### config.mk
export PLATFORM = sky130hd
export DESIGN_NAME = xbar_feeder_flat
export DESIGN_NICKNAME = d
export VERILOG_FILES = /design/src/rtl/xbar_feeder_if.sv /design/src/rtl/xbar_feeder.sv /design/src/flat_wrapper.sv
export SDC_FILE = /design/constraint.sdc
export NUM_CORES = 1
export LEC_CHECK = 0
export BUFFER_PORTS_ARGS = -buffer_cell sky130_fd_sc_hd__buf_4
export CORE_MARGIN = 5
export CORE_UTILIZATION = 53
export CTS_CLUSTER_DIAMETER = 50
export CTS_CLUSTER_SIZE = 20
export DETAILED_ROUTE_END_ITERATION = 12
export MAX_ROUTING_LAYER = met4
export PLACE_DENSITY_LB_ADDON = 0.25
export RECOVER_POWER = 100
export SETUP_SLACK_MARGIN = 0.02
export SYNTH_ARGS = -nofsm -noshare
export SYNTH_HDL_FRONTEND = slang
export SYNTH_SLANG_ARGS = --single-unit
### constraint.sdc
create_clock -name clk -period 6.33 [get_ports clk]
set_input_delay 0.9495 -clock clk [delete_from_list [all_inputs] [get_ports clk]]
set_output_delay 0.9495 -clock clk [all_outputs]
set_load 0.01 [all_outputs]
### src/rtl/xbar_feeder_if.sv
// -----------------------------------------------------------------------------
// xbar_feeder_if
//   Bundles the element stream (upstream side) and the toggle-handshake vector
//   link (crossbar side) of the crossbar feeder.
//
//   Signals
//     data_i      [`QW]       stream element (shortreal bit pattern)
//     valid_i                 element valid
//     ready_o                 element accepted when valid_i && ready_o
//     last_i                  close current vector after this element
//     vector_o    [`QW]x`XH   vector presented to the crossbar
//     valid_o_tg              toggles once per issued vector
//     ready_i_tg              crossbar toggles once per consumed vector
//
//   Modports
//     master : the feeder itself
//     slave  : the environment (stream producer + crossbar)
//
//   `XH / `QW normally come from params.svh; the guarded defaults below keep
//   this file self-contained when that header is not on the include path.
// -----------------------------------------------------------------------------
`ifndef XH
`define XH 4
`endif
`ifndef QW
`define QW 32
`endif

interface xbar_feeder_if;
    logic [`QW-1:0] data_i;
    logic           valid_i;
    logic           ready_o;
    logic           last_i;
    logic [`QW-1:0] vector_o [`XH];
    logic           valid_o_tg;
    logic           ready_i_tg;

    modport master (
        input  data_i,
        input  valid_i,
        input  last_i,
        input  ready_i_tg,
        output ready_o,
        output vector_o,
        output valid_o_tg
    );

    modport slave (
        output data_i,
        output valid_i,
        output last_i,
        output ready_i_tg,
        input  ready_o,
        input  vector_o,
        input  valid_o_tg
    );
endinterface

### src/rtl/xbar_feeder.sv
// -----------------------------------------------------------------------------
// xbar_feeder
//   Packs a serial stream of `QW-bit elements into `XH-lane vectors and issues
//   them to the crossbar over a toggle handshake. Two ping-pong buffers let one
//   vector be packed while the crossbar works on the previous one. A vector may
//   be closed early with last_i; its unused upper lanes are zero-padded.
//
//   Ports
//     clk        clock
//     rstn       asynchronous active-low reset
//     bus        xbar_feeder_if.master (stream in, vector/toggle handshake out)
//     busy_o     any buffer pending or an issue in flight
//   Optional (macro XBAR_FEEDER_STATS_EN)
//     vec_cnt_o  [32]  vectors released by the crossbar (wraps)
//     pad_cnt_o  [32]  vectors closed early by last_i with fewer than `XH lanes
//     spurious_o       sticky: ready toggle seen outside WAIT
//
//   Parameters
//     SYNC_STAGES  flops in the ready_i_tg synchroniser (2..3)
//     ISSUE_GAP    idle cycles between a release and the next issue (0..7)
// -----------------------------------------------------------------------------
`ifndef XH
`define XH 4
`endif
`ifndef QW
`define QW 32
`endif

module xbar_feeder #(
    parameter int SYNC_STAGES = 2,
    parameter int ISSUE_GAP   = 1
) (
    input  logic                clk,
    input  logic                rstn,
    xbar_feeder_if.master       bus,
    output logic                busy_o
`ifdef XBAR_FEEDER_STATS_EN
    ,
    output logic [31:0]         vec_cnt_o,
    output logic [31:0]         pad_cnt_o,
    output logic                spurious_o
`endif
);

    localparam int LW = (`XH > 1) ? $clog2(`XH) : 1;

    typedef enum logic [1:0] {
        ST_IDLE,
        ST_ARM,
        ST_WAIT
    } state_t;

    // Ping-pong storage; data only, never reset (lanes are always written or
    // zero-padded before a buffer is marked pending).
    logic [`QW-1:0]         buf_mem [2][`XH];

    logic [1:0]             pending;
    logic                   fill_ptr;
    logic                   issue_ptr;
    logic [LW-1:0]          lane_cnt;
    state_t                 state;
    logic [2:0]             gap_cnt;
    logic [SYNC_STAGES-1:0] sync_q;

    logic                   ready_pulse;
    logic                   accept;
    logic                   close_buf;
    logic                   release_buf;
    logic                   load_vec;
    logic [1:0]             pending_nxt;
    logic                   fill_ptr_nxt;

    // Edge detect on the two oldest synchroniser stages: one cycle per toggle.
    assign ready_pulse = sync_q[SYNC_STAGES-1] ^ sync_q[SYNC_STAGES-2];

    assign accept      = bus.valid_i && bus.ready_o;
    assign close_buf   = accept && ((lane_cnt == LW'(`XH - 1)) || bus.last_i);
    assign release_buf = (state == ST_WAIT) && ready_pulse;
    assign load_vec    = (state == ST_IDLE) && pending[issue_ptr] && (gap_cnt == 3'd0);

    // Close and release never hit the same buffer: the buffer in WAIT is
    // pending, so the fill side cannot be writing it.
    always_comb begin
        pending_nxt = pending;
        if (release_buf) begin
            pending_nxt[issue_ptr] = 1'b0;
        end
        if (close_buf) begin
            pending_nxt[fill_ptr] = 1'b1;
        end
    end

    assign fill_ptr_nxt = close_buf ? ~fill_ptr : fill_ptr;

    assign busy_o = pending[0] | pending[1] | (state != ST_IDLE);

    // ---- fill datapath: lane write, zero-pad of upper lanes on close ----
    always_ff @(posedge clk) begin
        for (int i = 0; i < `XH; i++) begin
            if (accept) begin
                if (i == int'(lane_cnt)) begin
                    buf_mem[fill_ptr][i] <= bus.data_i;
                end else if (close_buf && (i > int'(lane_cnt))) begin
                    buf_mem[fill_ptr][i] <= '0;
                end
            end
        end
    end

    // ---- synchroniser, fill control, issue FSM ----
    always_ff @(posedge clk or negedge rstn) begin
        if (!rstn) begin
            sync_q         <= '0;
            pending        <= 2'b00;
            fill_ptr       <= 1'b0;
            issue_ptr      <= 1'b0;
            lane_cnt       <= '0;
            state          <= ST_IDLE;
            gap_cnt        <= 3'd0;
            bus.ready_o    <= 1'b0;
            bus.valid_o_tg <= 1'b0;
            for (int i = 0; i < `XH; i++) begin
                bus.vector_o[i] <= '0;
            end
        end else begin
            sync_q <= {sync_q[SYNC_STAGES-2:0], bus.ready_i_tg};

            pending  <= pending_nxt;
            fill_ptr <= fill_ptr_nxt;
            // ready_o looks at the next-cycle state so it never advertises a
            // buffer that is about to become pending; a freed buffer shows up
            // the cycle after its release.
            bus.ready_o <= ~pending_nxt[fill_ptr_nxt];

            if (close_buf) begin
                lane_cnt <= '0;
            end else if (accept) begin
                lane_cnt <= lane_cnt + LW'(1);
            end

            case (state)
                ST_IDLE: begin
                    if (gap_cnt != 3'd0) begin
                        gap_cnt <= gap_cnt - 3'd1;
                    end
                    if (load_vec) begin
                        for (int i = 0; i < `XH; i++) begin
                            bus.vector_o[i] <= buf_mem[issue_ptr][i];
                        end
                        state <= ST_ARM;
                    end
                end
                // One cycle with the new vector already on vector_o before
                // the toggle, so the crossbar never samples a changing vector.
                ST_ARM: begin
                    bus.valid_o_tg <= ~bus.valid_o_tg;
                    state          <= ST_WAIT;
                end
                ST_WAIT: begin
                    if (ready_pulse) begin
                        issue_ptr <= ~issue_ptr;
                        gap_cnt   <= 3'(ISSUE_GAP);
                        state     <= ST_IDLE;
                    end
                end
                default: begin
                    state <= ST_IDLE;
                end
            endcase
        end
    end

`ifdef XBAR_FEEDER_STATS_EN
    // ---- statistics ----
    always_ff @(posedge clk or negedge rstn) begin
        if (!rstn) begin
            vec_cnt_o  <= 32'd0;
            pad_cnt_o  <= 32'd0;
            spurious_o <= 1'b0;
        end else begin
            if (release_buf) begin
                vec_cnt_o <= vec_cnt_o + 32'd1;
            end
            if (close_buf && bus.last_i && (lane_cnt != LW'(`XH - 1))) begin
                pad_cnt_o <= pad_cnt_o + 32'd1;
            end
            if (ready_pulse && (state != ST_WAIT)) begin
                spurious_o <= 1'b1;
            end
        end
    end
`endif

endmodule

### src/flat_wrapper.sv
// flat-port wrapper written by rule: the top's interface ports become plain ports
module xbar_feeder_flat 
#(
    parameter int SYNC_STAGES = 2,
    parameter int ISSUE_GAP   = 1
)
  (clk, rstn, busy_o, bus_data_i, bus_valid_i, bus_last_i, bus_ready_i_tg, bus_ready_o, bus_vector_o, bus_valid_o_tg);
  xbar_feeder_if bus_i ();
  input  logic clk;
  input  logic rstn;
  output logic busy_o;
  input wire logic [$bits(bus_i.data_i)-1:0] bus_data_i;
  input wire logic [$bits(bus_i.valid_i)-1:0] bus_valid_i;
  input wire logic [$bits(bus_i.last_i)-1:0] bus_last_i;
  input wire logic [$bits(bus_i.ready_i_tg)-1:0] bus_ready_i_tg;
  output wire logic [$bits(bus_i.ready_o)-1:0] bus_ready_o;
  output wire logic [$bits(bus_i.vector_o)-1:0] bus_vector_o;
  output wire logic [$bits(bus_i.valid_o_tg)-1:0] bus_valid_o_tg;
  assign bus_i.data_i = bus_data_i;
  assign bus_i.valid_i = bus_valid_i;
  assign bus_i.last_i = bus_last_i;
  assign bus_i.ready_i_tg = bus_ready_i_tg;
  assign bus_ready_o = bus_i.ready_o;
  assign bus_vector_o = {>>{bus_i.vector_o}};
  assign bus_valid_o_tg = bus_i.valid_o_tg;
  xbar_feeder #(.SYNC_STAGES(SYNC_STAGES), .ISSUE_GAP(ISSUE_GAP)) u_core (.clk(clk), .rstn(rstn), .bus(bus_i), .busy_o(busy_o));
endmodule
==> key figures <==
Timing
  • Final critical delay including setup and external delays: 4.23 ns
  • Final setup violating endpoints: 0
  • Worst slew margin: -133%
  • Number of max-slew violations in the final report: 292
  • Final worst path period share: 66.8%
  • Setup tns final: 0 ns
  • Hold violation count in the final report: 0
  • Worst-case clock skew: 0.0166 ns
  • Max Fclk: 236 MHz
  • RSZ-0062 raised after global routing: false
  • Transition time at the pin with the least slew margin: 3.49 ns

Clock tree
  • Num Clock Sinks: 399
  • H-tree level count: 2
  • CTS tree: done
  • Hold-fix buffers at CTS: 0
  • CTS Buf Count: 34
  • Post-CTS clock slew at the launch and capture registers of the worst setup and hold paths: 0.07 ns
  • Post-CTS Repair Setup Buffers: 0
  • Number of gates given a new drive strength after cts: 0
  • Cell at the root of the clock tree: sky130_fd_sc_hd__clkbuf_16
  • CTS max path bufs: 3
  • Clock latency reported for the late side of the worst-skew pair: 0.52 ns

Worst hold path
  • Hold-critical path depth: 0
  • Startpoint of the most critical hold path: u_core.sync_q[0]
  • Min-Delay Path Class: register to register
  • Hold path endpoint: u_core.sync_q[1]

Drt
  • Wire length per cell: 21.7 um
  • Wirelength, routed: 31.3 mm
  • Initial DRC Count: 489
  • Overall via count from detail_route: 7693
  • ANT nets after route: 0
  • Via-to-Cell Ratio: 5.33
  • DR pass1 iterations: 5
  • Residual DRC count: 0

Layout
  • Final design instance area without fill: 17700 um^2
  • Synth-to-layout area growth: 10.6%
  • Nets: 1068
  • Highest-count cells in the layout ignoring fill and taps: sky130_fd_sc_hd__edfxtp_1 (256), sky130_fd_sc_hd__clkbuf_1 (170), sky130_fd_sc_hd__dfrtp_1 (143)
  • Share of cells above drive strength 1: 21.2%
  • Most common cell after layout, fill and taps aside: sky130_fd_sc_hd__edfxtp_1
  • Number of inserted filler cells in the final layout: 2348

Global routing
  • First-pass GRT wire length: 48.0 mm
  • Initial antenna violation count: 1
  • Total gr overflow: 0
  • Number of global-route vias before repair: 8198
  • Pin count of the biggest net entering global routing: 74
  • GRT Util Overall: 19.1%

Placement
  • Final estimated routing congestion in global placement: 0.741
  • Final HPWL from detailed placement: 19.1 mm
  • DP Area: 17500 um^2
  • Port bufs: 167

Setup path
  • Worst reg2reg path startpoint: u_core.issue_ptr
  • Cell-by-cell listing of the critical path: buf_4, mux2_2, mux2_1
  • Startpoint of the most critical setup path: u_core.issue_ptr
  • Critical-path top delay cell: sky130_fd_sc_hd__dfrtp_1
  • Category of the critical setup timing path: register to register
  • Critical register-to-register path endpoint: u_core.bus.vector_o[37]
  • Family with the most delay on the worst path: flip-flops
  • CP arrival: 4.62 ns
  • Worst-path fanout max: 67
  • Number of buffers and inverters on the critical path: 1
  • Delay of the slowest critical-path stage: 2.22 ns
  • Count of cells along the worst register-to-register path: 3
  • Critical Path Source Type: register
  • CP Data Required Time: 6.72 ns
  • Kind of end point of the critical path: register
  • Worst R2R Setup Slack: 2.10 ns

Power and ir drop
  • Static power due to leakage: 6.34 nW
  • VDD IR max: 0.000282 V
  • Power per cell area: 479 nW/um^2
  • Power consumption: 0.00846 W

Floorplanning
  • Number of placement rows: 63
  • Overall die height: 184 um
  • I/O pin count: 168
  • Die area: 33700 um^2
  • Effective utilization at floorplan: 53.7%
  • Overall die width: 184 um
  • Area of the core: 29700 um^2

Synthesis
  • Synthesized instance count: 851
  • Mapped cell area: 16000 um^2
  • Distinct cells, synth: 32
  • FF+latch count, synth: 399
  • Yosys Warn Count: 0
  • Syn_nets: 895
  • Portion of the post-synthesis area used by sequential elements: 70.6%
  • Syn_area_per_cell: 18.8 um^2

Status
  • Violated checks: capacitance limit, slew limit
  • Run status: complete, but fails checks

Flow run
  • Number of maximum-capacitance violations: 10
## per-layer routing
metal  track usage, %  vias to the layer above  part of all wire (%)
met5                -                        -                     0
met4             3.69                        0                   1.4
met3             3.90                       39                   5.7
met2             30.9                      190                    50
met1             25.7                     3979                    43
li1                 -                     3485                     -
## cell usage after synthesis
library cell / number / area (um^2)
sky130_fd_sc_hd__nand3b_1: 1 / 7.51
sky130_fd_sc_hd__clkbuf_1: 12 / 45.0
sky130_fd_sc_hd__nor3b_2: 1 / 12.5
sky130_fd_sc_hd__buf_12: 11 / 220
sky130_fd_sc_hd__mux2_2: 149 / 1680
sky130_fd_sc_hd__buf_6: 3 / 33.8
sky130_fd_sc_hd__nor3_1: 2 / 10.0
sky130_fd_sc_hd__edfxtp_1: 256 / 7690
sky130_fd_sc_hd__o21ai_0: 3 / 15.0
sky130_fd_sc_hd__a21o_1: 2 / 15.0
sky130_fd_sc_hd__a211o_1: 1 / 8.76
sky130_fd_sc_hd__or3_1: 1 / 6.26
sky130_fd_sc_hd__a22o_1: 1 / 8.76
sky130_fd_sc_hd__a21oi_1: 4 / 20.0
sky130_fd_sc_hd__and2_1: 65 / 407
sky130_fd_sc_hd__xnor2_1: 4 / 35.0
sky130_fd_sc_hd__nand2b_1: 2 / 12.5
sky130_fd_sc_hd__or2_2: 1 / 6.26
sky130_fd_sc_hd__ha_1: 7 / 87.6
sky130_fd_sc_hd__mux2_4: 110 / 1650
sky130_fd_sc_hd__inv_1: 9 / 33.8
sky130_fd_sc_hd__nor2b_1: 33 / 206
sky130_fd_sc_hd__nor4_1: 3 / 18.8
sky130_fd_sc_hd__nand2_1: 3 / 11.3
sky130_fd_sc_hd__nor2_1: 6 / 22.5
sky130_fd_sc_hd__buf_2: 10 / 50.1
sky130_fd_sc_hd__o31ai_1: 2 / 15.0
sky130_fd_sc_hd__o211ai_2: 1 / 12.5
sky130_fd_sc_hd__nand3_4: 1 / 17.5
sky130_fd_sc_hd__and3_1: 2 / 12.5
sky130_fd_sc_hd__buf_4: 2 / 15.0
sky130_fd_sc_hd__dfrtp_1: 143 / 3580
## cells by family after synthesis
logic type | after synthesis | synth area share (%)
DFF | 399 | 70.6
muxes | 259 | 20.9
and+or+nand+nor | 121 | 4.70
buffers and inverters | 47 | 2.49
AOI/OAI and AO/OA | 14 | 0.596
adders and majority gates | 7 | 0.549
xor gates and xnor gates | 4 | 0.219
## layout make-up
class | count | area, um^2 | share of cell area (%)
Antenna cell | 2 | 5.00 | 0.0283
Clock inverter | 22 | 283 | 1.60
Sequential cell | 399 | 11300 | 63.8
Clock buffer | 40 | 947 | 5.36
Timing Repair Buffer | 175 | 699 | 3.96
Multi-Input combinational cell | 405 | 3940 | 22.3
Inverter | 9 | 33.8 | 0.191
Tap cell | 390 | 488 | 2.76
## metrics by stage
stage	setup slack, ns	cells	utilization (%)	hold WS (ns)
5_1_grt	1.88	1441	59.4	0.407
3_5_place_dp	2.81	1378	58.8	0.383
3_3_place_gp	2.84	1378	58.8	0.381
4_1_cts	3.21	1440	62.9	0.398
6_report	2.10	1442	59.4	0.396
2_1_floorplan	2.55	851	-	0.373
## flip-flops by register name (all words and copies together) (netlist names)
register               flops
u_core.buf_mem           256
u_core.issue_ptr           1
u_core.state               2
u_core.bus.ready_o         1
u_core.pending             2
u_core.bus.valid_o_tg      1
u_core.bus.vector_o      128
u_core.gap_cnt             3
u_core.lane_cnt            2
u_core.sync_q              2
u_core.fill_ptr            1
## power by group
| group | switching, W | internal, W |
|---|---|---|
| Clock | 0.000988 | 0.00124 |
| Sequential | 0.000437 | 0.00351 |
| Combinational | 0.00121 | 0.00108 |
| Total | 0.00263 | 0.00583 |
## worst max-delay path by stage
stage	endpoint	slack, ns	cells after the start
finish	u_core.bus.vector_o[37]	2.10	3
global route	u_core.bus.vector_o[13]	1.88	4
CTS	u_core.buf_mem[1][45]	3.21	4
detailed placement	u_core.buf_mem[0][39]	2.81	4
global placement	u_core.buf_mem[1][46]	2.84	4
floorplan	u_core.buf_mem[0][64]	2.55	3
(Power assumes the default switching activity.)
